$ cat src/rtl/primogen_arbiter_pkg.sv
// rtl/primogen_arbiter_pkg.sv - shared FSM state encoding and helpers for the primogen arbiter
package primogen_arbiter_pkg;

   typedef enum logic [2:0] {
      S_IDLE    = 3'd0,
      S_ISSUE   = 3'd1,
      S_WAIT    = 3'd2,
      S_DELIVER = 3'd3,
      S_ACK_ERR = 3'd4
   } state_t;

   // Index width for a requester vector, never narrower than one bit.
   function automatic int idx_width(input int n);
      return (n > 1) ? $clog2(n) : 1;
   endfunction

endpackage

$ cat src/rtl/primogen_arbiter_rr_pick.sv
// rtl/primogen_arbiter_rr_pick.sv - combinational round-robin picker: first set req after ptr, wrapping
module rr_pick #(
   parameter int N = 4
) (
   input  logic [N-1:0]         req,
   input  logic [$clog2(N)-1:0] ptr,
   output logic                 valid,
   output logic [$clog2(N)-1:0] idx
);

   localparam int IW = $clog2(N);

   int            c;
   logic [IW-1:0] cand;

   // Scan from farthest to nearest so the nearest set request after ptr wins.
   always_comb begin
      valid = 1'b0;
      idx   = ptr;
      c     = 0;
      cand  = '0;
      for (int i = N; i >= 1; i--) begin
         c = int'(ptr) + i;
         if (c >= N) c = c - N;
         cand = c[IW-1:0];
         if (req[cand]) begin
            valid = 1'b1;
            idx   = cand;
         end
      end
   end

endmodule

$ cat src/rtl/primogen_arbiter.sv
// rtl/primogen_arbiter.sv - round-robin sharing of one primogen generator among NREQ clients
// Optional watchdog on generator calls: PRIMOGEN_ARB_TIMEOUT_EN.
module primogen_arbiter
   import primogen_arbiter_pkg::*;
#(
   parameter int WIDTH_LOG      = 4,
   parameter int NREQ           = 4,
   parameter int TIMEOUT_CYCLES = 4096
) (
   input  logic                      clk,
   input  logic                      rst,
   input  logic [NREQ-1:0]           req,
   output logic [NREQ-1:0]           ack,
   output logic [(1<<WIDTH_LOG)-1:0] data,
   output logic                      err,
   output logic [$clog2(NREQ)-1:0]   grant_id,
   output logic                      busy,
   output logic                      fault,
   output logic                      pg_go,
   input  logic                      pg_ready,
   input  logic                      pg_error,
   input  logic [(1<<WIDTH_LOG)-1:0] pg_res
);

   localparam int WIDTH = 1 << WIDTH_LOG;
   localparam int IW    = $clog2(NREQ);

   state_t        state, state_nx;
   logic [IW-1:0] ptr;
   logic          pick_valid;
   logic [IW-1:0] pick_idx;
   logic          tmo;

   rr_pick #(.N(NREQ)) u_pick (
      .req   (req),
      .ptr   (ptr),
      .valid (pick_valid),
      .idx   (pick_idx)
   );

`ifdef PRIMOGEN_ARB_TIMEOUT_EN
   localparam int TW = $clog2(TIMEOUT_CYCLES + 1);
   logic [TW-1:0] tmo_cnt;

   always_ff @(posedge clk) begin
      if (rst)                  tmo_cnt <= '0;
      else if (state == S_ISSUE) tmo_cnt <= '0;
      else if (state == S_WAIT)  tmo_cnt <= tmo_cnt + 1'b1;
   end

   assign tmo = (state == S_WAIT) && !pg_ready && (tmo_cnt == TW'(TIMEOUT_CYCLES - 1));
`else
   assign tmo = 1'b0;
`endif

   always_comb begin
      state_nx = state;
      pg_go    = 1'b0;
      ack      = '0;
      case (state)
         S_IDLE:    if (pick_valid) state_nx = fault ? S_ACK_ERR : S_ISSUE;
         S_ISSUE: begin
            pg_go = pg_ready && !fault;
            if (pg_ready) state_nx = S_WAIT;
         end
         S_WAIT:    if (pg_ready || tmo) state_nx = S_DELIVER;
         S_DELIVER: begin
            ack[grant_id] = 1'b1;
            state_nx      = S_IDLE;
         end
         S_ACK_ERR: begin
            ack[grant_id] = 1'b1;
            state_nx      = S_IDLE;
         end
         default:   state_nx = S_IDLE;
      endcase
   end

   assign busy = (state != S_IDLE);

   always_ff @(posedge clk) begin
      if (rst) begin
         state    <= S_IDLE;
         ptr      <= IW'(NREQ - 1);
         grant_id <= '0;
         data     <= '0;
         err      <= 1'b0;
         fault    <= 1'b0;
      end else begin
         state <= state_nx;
         case (state)
            S_IDLE: if (pick_valid) begin
               grant_id <= pick_idx;
               if (fault) begin
                  data <= '0;
                  err  <= 1'b1;
               end
            end
            S_WAIT: if (pg_ready) begin
               data <= pg_res;
               err  <= pg_error;
               if (pg_error) fault <= 1'b1;
            end else if (tmo) begin
               data  <= WIDTH'(0);
               err   <= 1'b1;
               fault <= 1'b1;
            end
            S_DELIVER, S_ACK_ERR: ptr <= grant_id;
            default: ;
         endcase
      end
   end

   a_ack_onehot: assert property (@(posedge clk) disable iff (rst) $onehot0(ack));
   a_go_ready:   assert property (@(posedge clk) disable iff (rst) !(pg_go && !pg_ready));

endmodule
$ cat config.mk
export PLATFORM = sky130hd
export DESIGN_NAME = primogen_arbiter
export DESIGN_NICKNAME = d
export VERILOG_FILES = /design/src/rtl/primogen_arbiter_pkg.sv /design/src/rtl/primogen_arbiter_rr_pick.sv /design/src/rtl/primogen_arbiter.sv
export SDC_FILE = /design/constraint.sdc
export NUM_CORES = 1
export LEC_CHECK = 0
export ABC_AREA = 1
export CAP_MARGIN = 0
export CELL_PAD_IN_SITES_DETAIL_PLACEMENT = 0
export CELL_PAD_IN_SITES_GLOBAL_PLACEMENT = 2
export CORE_ASPECT_RATIO = 1.25
export CORE_MARGIN = 2
export CORE_UTILIZATION = 21
export DETAILED_ROUTE_END_ITERATION = 7
export HOLD_SLACK_MARGIN = 0.15
export PLACE_DENSITY = 0.74
export REMOVE_ABC_BUFFERS = 1
export SLEW_MARGIN = 20
export SYNTH_ARGS = -nofsm -noshare
export SYNTH_HDL_FRONTEND = slang
export SYNTH_SLANG_ARGS = --single-unit
$ cat constraint.sdc
create_clock -name clk -period 1.28 [get_ports clk]
set_input_delay 0.128 -clock clk [delete_from_list [all_inputs] [get_ports clk]]
set_output_delay 0.128 -clock clk [all_outputs]
set_load 0.005 [all_outputs]
Word level (Yosys, flattened, before mapping) --
Cells that the tools add are included. Widths: inputs -> output; s select.
Cells by class: $add $sub $neg 8, magnitude comparators 10, eq/ne operators 8, muxes and demuxes 37, reduce and logical (&&, ||, !) cells 11
Operators by type and width (count):
- $mux 16 | 3
- $pmux 16 s2 | 1
- $mux 2 | 8
- $lt 2x3->1 const B | 5
- $mux 1 | 13
- $mux 3 | 4
- $ge 3x3->1 const B | 3
- $pmux 3 s3 | 1
- $bmux 1 s2 | 4
- $ne 2x2->1 const B | 4
- $sub 2x1->2 const B | 4
- $add 2x2->3 const B | 2
- $eq 3x2->1 const B | 2
- $reduce_and 3->1 | 2
- $add 2x3->4 const B | 1
- $ge 4x3->1 const B | 1
- $mux 4 | 1
- $reduce_and 4->1 | 1
- $add 2x1->3 const B | 1
- $eq 3x1->1 const B | 1
- $eq 3x3->1 const B | 1
- $logic_not 3->1 | 1
- $reduce_bool 3->1 | 1
- $demux 1 s2 | 1
- 7 further kinds | 8
Storage, ports and cells: register bits 25, output and inout bits 26, word-level logic and storage cells 80

Longest topological paths before layout --
Gate-level depths: netlist of the first run.
depth after elaboration 11, mapped depth 13

Cells and area by module --
From an unflattened synthesis of the first run, not the netlist that was laid out.
Unflattened totals: cells, all modules 244, area total of the unflattened synthesis 1461.4 um2
Modules (own cells, without submodules):
- primogen_arbiter | times used 1, cells each 198, area an instance 1247.4 um2, sequential area each 500.5 um2
- rr_pick | times used 1, cells each 46, area an instance 214.0 um2, sequential area each 0.0 um2

Worst setup path after synthesis of the first run --
OpenSTA, ideal clock, no wires.
kind reg-to-reg, start point register ptr[0], end point register data[10], data arrival time 1272 ps, required time 1169 ps, setup slack -103 ps, cell stages (with the launch flop) 14, buffers on the path 2, period minus slack after synthesis 1383 ps, cells stage by stage dfxtp_1 -> buf_6 -> inv_8 -> nand2_2 -> nand2_2 -> nor2_4 -> nand2_2 -> nand2_4 -> nand2_8 -> nand2_4 -> inv_4 -> buf_12 -> nor2_2 -> nor2_1
On the way: longest elaborated chain between the ends 11, elaborated cells on any way between the ends 30, those cells by class add/sub: 8; order compare: 4; eq/ne: 1; mux: 16; reduce/logical: 1
RTL lines:
- from (decl) | line primogen_arbiter.sv:29 | logic [IW-1:0] ptr;
- from (signal assigned) | line primogen_arbiter.sv:84 | ptr <= IW'(NREQ - 1);
- from (signal assigned) | line primogen_arbiter.sv:108 | S_DELIVER, S_ACK_ERR: ptr <= grant_id;
- $add 2x3->4 | line primogen_arbiter_rr_pick.sv:23 | c = int'(ptr) + i;
- $ge 4x3->1 or $sub 2x1->2 (tied branches) | line primogen_arbiter_rr_pick.sv:24 | if (c >= N) c = c - N;
- $mux 2 | line primogen_arbiter_rr_pick.sv:24
- $bmux 1 s2 | line primogen_arbiter_rr_pick.sv:26 | if (req[cand]) begin
- $mux 1 (not written as such) | line primogen_arbiter_rr_pick.sv:26
- $mux 1 (3 in a row) | line primogen_arbiter_rr_pick.sv:26
- $mux 1 (*) | line primogen_arbiter_rr_pick.sv:26
- $ne 2x2->1 (no line) (*)
- $reduce_and 4->1 (no line) (*)
- to (signal assigned) | line primogen_arbiter.sv:100 | data <= pg_res;
- to (decl) | line primogen_arbiter.sv:14 | output logic [(1<<WIDTH_LOG)-1:0] data,
Every way passes the cells marked *; elsewhere a longest branch is shown, timed or not. The select of a mux whose other input is x is not followed. A chain may end at the register's enable or synchronous reset.

Final worst setup path of the first run --
start point register state[0], end point output ack[1]
On the way: longest elaborated chain between the ends 3, elaborated cells on any way between the ends 4, those cells by class eq/ne: 2; mux: 1; reduce/logical: 1
RTL lines:
- from (decl) | line primogen_arbiter.sv:28 | state_t state, state_nx;
- from (signal assigned) | line primogen_arbiter.sv:90 | state <= state_nx;
- $eq 3x2->1 or $eq 3x3->1 (tied branches) | line primogen_arbiter.sv:60 | case (state)
- $reduce_or 2->1 (no line) (*)
- $mux 4 (*)
- to (decl) | line primogen_arbiter.sv:13 | output logic [NREQ-1:0] ack,
Every way passes the cells marked *; elsewhere a longest branch is shown, timed or not.

==> qor.csv, run 1 <==
metric,value,unit
core area,0.006606,mm²
Post-Place Cells,376,
worst reg2reg startpoint,ptr[0]$_SDFFE_PP1P_,
initial antenna violation count,0,
CP max-delay cell,dfxtp_2,
Post-Synth Adder-Cell Area,0,%
CTS HTree Levels,1,
Netlist Area Pre-Place,0.001435,mm²
Net Sw Frac,38.16,%
CTS sink cnt,25,
setup TNS,-2.303,ns
Slew Limit Headroom,86.43,%
status,"finished, violations left",
initial drt markers,67,
Worst EP required,1.15,ns
"FF+latch count, synth",25,
Hold Crit Class,input port to register,
power share of the combinational group,59.6,%
final-report hold violation count,0,
CTS Buffer Depth,2,
Max Fclk,0.7081,GHz
Final setup viols,25,
Startpoint Class,register,
largest family of logic cells by synthesized area,simple AND/OR/NAND/NOR gates,
Total Power Consumption,3.985,mW
critical path class,register to output port,
Root Driver,clkbuf_8,
cell row count,33,
vias in the first global route,1610,
Die Y,96.43,µm
post-route minimum period,1.412,ns
peak supply drop,0.0006491,V
CP Max Fanout,3,
Net Switching,1.521,mW
synthesis-to-layout area growth,93.64,%
final instance area,0.002779,mm²
first drt pass iteration count,4,
CP peak stage delay,0.34,ns
Pleak,1.383,nW
drt drc,0,
Clock Skew,0.003998,ns
antenna cells,0,
total wire length,4327,µm
clk_lat worst skew,0.27,ns
CP endpoint kind,output port,
hold_ws,0.4527,ns
Die W,77.94,µm
clock power share,11.9,%
Post-CTS Hold Buffers,0,
Max Cap Violations,0,
Hold Path Origin,pg_error,
synthesized area per cell,6.900,µm²
total gr overflow,0,
slack of the critical path,-0.1322,ns
worst slew pin tran,0.2033,ns
Vias/cell,4.145,
die area,0.007515,mm²
IO buf count,49,
Synth top area share,34.87,%
Pint,2.464,mW
unrepaired setup endpoints after global routing,true,
DP HPWL,3022,µm
Clock transition at path regs,0.09,ns
Placed Area,0.002315,mm²
"Critical Path, Cell by Cell","inv_2, o21ai_2, nand2_2, buf_6, inv_6, nand2_4, nor2_1, buf_2",
part of the power in registers,28.5,%
mux cell area share after synthesis,0,%
CTS tree,yes,
Max Slew Vio Count,0,
Compound-Gate Fraction of Synth Area,4.185,%
xor and xnor area share after synthesis,0.6103,%
largest cells by area after synthesis,"dfxtp_1 35%, nand2_1 15%, nand3_1 9.4%, nor2_1 7.6%, nor2_2 4.8%",
share of cells above drive strength 1,51.63,%
Yosys top cell by area,dfxtp_1,
GP Congestion,0.7240,
first-pass GRT wire length,7176,µm
register area share after synthesis,34.87,%
Num CTS Buffers,3,
Antenna Violating Nets Remaining,0,
Final Non-Filler Cells,393,
Total GRT Usage,11.87,%
Yosys cell types,25,
PwrDens,1434,mW/mm²
critical path arrival,1.28,ns
via count,1629,
routed length per instance,11.01,µm
"Warnings, synthesis",0,
Mapped Cells,208,
# nets final,331,
failing checks,setup timing,
Final Cycle Share,110.3,%
largest net degree at the start of global routing,21,
Synth Area in Simple Gates,50.48,%
IO Pins,50,
origin of the worst setup path,state[0]$_SDFFE_PP0P_,
initial core utilization,21.72,%
-- cells in the final DEF, fill, tap and decap left out, drive strengths merged --
master         synthesis  layout
a21oi                  6       6
buf                    5      55
clkbuf                 2       4
clkdlybuf4s15          0       1
clkdlybuf4s50          0      34
clkinv                 0       1
dfxtp                 25      25
dlygate4sd2            0       1
dlymetal6s2s           0       8
inv                   17      18
nand2                 72      72
nand3                 27      27
nand4                  1       1
nor2                  44      44
nor3                   2       2
o211ai                 2       2
o21ai                  3       3
or2                    1       1
xnor2                  1       1
-- path summary, 6_finish.rpt --
path                     endpoint  slack, ns  depth (start not counted)
min            fault$_SDFFE_PP0P_       0.45                          3
max reg2reg      err$_SDFFE_PP0P_      -0.13                         11
max                        ack[1]      -0.13                          8
min reg2reg  data[1]$_SDFFE_PP0P_       0.47                          2
-- flip-flops by register name, indices dropped and copies added, names as in the netlist --
signal / cells
ptr: 2
fault: 1
grant_id: 2
data: 16
err: 1
state: 3
-- area by class of cell --
class                      instances  area [µm²]
inverter                          17       96.34
clock inverter                     1       5.005
timing repair inverter             1       11.26
fill                             700        3827
clock buffer                       3       41.29
timing repair buffer             100       967.2
tap                               87       108.9
sequential                        25       533.0
multi-input combinational        159        1016
-- what timing repair did --
action                                  4_1_cts  5_1_grt
gates resized for setup                      66       68
gates cloned                                  1        0
setup buffers                                 9        4
pin swaps                                    14       32
endpoints found under the setup margin       35       45
-- Yosys cell counts (all sizes together) --
library cell and n:
or2 1, nand4 1, inv 17, buf 5, nor3 2, nand2 72
nor2 44, o21ai 3, o211ai 2, nand3 27, a21oi 6, dfxtp 25
clkbuf 2, xnor2 1
-- cell families (layout without fill, tap and decap cells) --
kind of cell / after synthesis / after routing
xor gates and xnor gates: 1 / 1
DFF: 25 / 25
buffers and inverters: 24 / 122
AOI/OAI and AO/OA: 11 / 11
and+or+nand+nor: 147 / 147
-- per-stage QoR --
| stage | util [%] | worst slack, ns |
|---|---|---|
| 2_1_floorplan | - | -0.1713 |
| 6_report | 42.06 | -0.1322 |
| 5_1_grt | 42.06 | -0.2392 |
| 4_1_cts | 38.28 | -0.1638 |
| 3_3_place_gp | 35.04 | -0.2947 |
| 3_5_place_dp | 35.04 | -0.3138 |
-- power groups by stage --
stage / combinational [mW] / clock, mW / sequential [mW]
after CTS: 2.12 / 0.503 / 1.12
after global placement: 1.85 / 0 / 1.14
after global routing: 2.63 / 0.541 / 1.16
final: 2.38 / 0.474 / 1.13
after detailed placement: 1.85 / 0 / 1.13
after floorplan: 0.863 / 0 / 1.14
-- layer usage --
metal | wire, µm | GRT usage, %
met1 | 1884 | 14.46
met2 | 2226 | 21.77
met3 | 192 | 1.952
met4 | 24 | 3.070
met5 | 0 | 0
-- critical path: cells and delay by family (launching register included) --
| kind | cells | cell delay, ns |
|---|---|---|
| AND/OR/NAND/NOR | 3 | 0.20 |
| flip-flops | 1 | 0.34 |
| buffers and inverters | 4 | 0.34 |
| AO/OA/AOI/OAI | 1 | 0.14 |
(Power assumes the default switching activity.)
==> inputs of run 2 (changes only) <==
- GPL_TIMING_DRIVEN: not set -> 0
==> qor.csv, run 2 (synthesis gave the netlist of run 1 again) <==
metric,value,unit,change
"most common cell after layout, fill and taps aside",nand2_1,,
cell row count,33,,unchanged
Final setup viols,24,,-4.0%
clock power share,12.2,%,+0.3 points
IO buf count,49,,unchanged
CTS sink cnt,25,,unchanged
CP Max Fanout,8,,+5
Clock transition at path regs,0.10,ns,about the same
Net Switching,1.687,mW,+11%
Max Fclk,0.6999,GHz,-1.2%
Hold Crit Class,input port to register,,
Slew Limit Headroom,76.15,%,-10 points
Antenna Violating Nets Remaining,0,,unchanged
Fillers,724,,+3.4%
total gr overflow,0,,unchanged
post-route minimum period,1.429,ns,+0.01653 ns
most frequent cells in the layout,"50 x nand2_1, 29 x clkdlybuf4s50_1, 25 x nand3_1",,
status,"finished, violations left",,
share of cells above drive strength 1,46.02,%,-5.6 points
max FFs per register,16,,unchanged
total wire length,4709,µm,+8.8%
first-pass GRT wire length,7562,µm,+5.4%
critical path class,register to register,,
Max Slew Vio Count,0,,unchanged
first drt pass iteration count,4,,unchanged
die area,0.007515,mm²,unchanged
worst slew pin tran,0.3566,ns,+0.1534 ns
initial drt markers,35,,-48%
initial core utilization,21.72,%,unchanged
IO Pins,50,,unchanged
power share of the combinational group,59.4,%,-0.2 points
top flop regs,"data (16), state (3)",,
Net Sw Frac,41.09,%,+2.9 points
Pint,2.419,mW,-1.8%
CTS Buffer Depth,2,,unchanged
antenna cells,0,,unchanged
initial antenna violation count,0,,unchanged
slack of the critical path,-0.1488,ns,-0.01653 ns
most flop-heavy register,data,,
Total Power Consumption,4.106,mW,+3.0%
CP endpoint kind,register,,
Total GRT Usage,12.56,%,+0.69 points
Clock Skew,0.004901,ns,+0.0009036 ns
critical path arrival,1.61,ns,+0.33 ns
final-report hold violation count,0,,unchanged
Vias/cell,4.223,,+1.9%
clk_lat worst skew,0.28,ns,about the same
setup TNS,-2.910,ns,-0.6072 ns
Num CTS Buffers,3,,unchanged
Final Cycle Share,111.6,%,+1.3 points
PwrDens,1538,mW/mm²,+7.2%
unrepaired setup endpoints after global routing,true,,
Die Y,96.43,µm,unchanged
core area,0.006606,mm²,unchanged
Root Driver,clkbuf_8,,
vias in the first global route,1578,,-2.0%
part of the power in registers,28.4,%,about the same
routed length per instance,12.52,µm,+14%
CTS tree,yes,,
synthesis-to-layout area growth,86.05,%,
drt drc,0,,unchanged
Worst EP required,1.46,ns,+0.31 ns
Pleak,1.336,nW,-3.4%
# nets final,314,,-5.1%
failing checks,setup timing,,
largest net degree at the start of global routing,23,,+9.5%
Die W,77.94,µm,unchanged
via count,1588,,-2.5%
GP Congestion,0.7532,,+4.0%
Startpoint Class,register,,
DP HPWL,2758,µm,-8.7%
Max Cap Violations,0,,unchanged
peak supply drop,0.0007667,V,+18%
CTS HTree Levels,1,,unchanged
[run 2: cell types whose count changed in the layout (fill, tap and decap cells not counted), sizes merged]
| cell | before | now |
|---|---|---|
| clkdlybuf4s50 | 34 | 29 |
| clkdlybuf4s15 | 1 | 0 |
| dlymetal6s2s | 8 | 9 |
| clkinv | 1 | 2 |
| nand2 | 72 | 74 |
| dlygate4sd2 | 1 | 5 |
| buf | 55 | 34 |
| clkinvlp | 0 | 2 |
[run 2: metrics by stage]
| stage | area (µm²) | hold slack (ns) | util (%) | cells | setup slack [ns] |
|---|---|---|---|---|---|
| after floorplan | 1373 | 0.1971 | - | 201 | -0.1713 |
| after global placement | 1972 | 0.4580 | 29.85 | 337 | -0.4474 |
| after detailed placement | 1972 | 0.4589 | 29.85 | 337 | -0.4471 |
| after CTS | 2386 | 0.4426 | 36.12 | 363 | -0.1912 |
| after global routing | 2670 | 0.4916 | 40.42 | 376 | -0.2377 |
| final | 2670 | 0.4476 | 40.42 | 376 | -0.1488 |
[run 2: final cells by class]
class                           instances  area [µm²]  area share, %
Multi-Input combinational cell        161        1061          39.74
Timing Repair Buffer                   78       750.7          28.12
Sequential cell                        25       543.0          20.34
Inverter                               17       118.9          4.452
Tap cell                               87       108.9          4.077
Clock buffer                            3       41.29          1.546
Timing Repair inverter                  4       41.29          1.546
Clock inverter                          1       5.005         0.1874
[run 2: final timing paths]
kind | start | to | depth (start not counted) | slack (ns)
setup / recovery | ptr[0]$_SDFFE_PP1P_ | data[12]$_SDFFE_PP0P_ | 11 | -0.15
hold / removal | pg_error | fault$_SDFFE_PP0P_ | 3 | 0.45
setup reg to reg | ptr[0]$_SDFFE_PP1P_ | data[12]$_SDFFE_PP0P_ | 11 | -0.15
hold reg to reg | data[14]$_SDFFE_PP0P_ | data[14]$_SDFFE_PP0P_ | 2 | 0.47
[run 2: routing by layer]
metal | vias up | GRT usage, % | wire length [µm]
met5 | - | 0 | 0
met3 | 5 | 2.602 | 246
met1 | 724 | 15.14 | 1934
li1 | 815 | - | -
met4 | 0 | 3.655 | 55
met2 | 44 | 22.63 | 2474
[run 2: power by group through the flow]
stage | registers, mW | clock network, mW | logic, mW
6_report | 1.17 | 0.500 | 2.44
5_1_grt | 1.19 | 0.550 | 2.68
4_1_cts | 1.18 | 0.514 | 2.10
3_5_place_dp | 1.15 | 0 | 1.51
3_3_place_gp | 1.15 | 0 | 1.51
2_1_floorplan | 1.14 | 0 | 0.863
[run 2: what timing repair did]
item / CTS / global route
endpoints found under the setup margin: 38 / 43
endpoints found under the hold margin: 0 / 0
setup buffers: 19 / 10
gates resized for setup: 93 / 58
gates cloned: 3 / 3
pin swaps: 13 / 26
hold buffers: 0 / 0
[run 2: critical path, stage by stage, from the launching register on]
cell     delay, ns
dfxtp_4       0.42
inv_8         0.06
nand2_4       0.06
nand2_4       0.06
nor2_4        0.13
nand2_4       0.08
nand2_8       0.10
nand2_8       0.08
nand2_8       0.14
inv_12        0.07
nor2_4        0.08
nor2_1        0.04
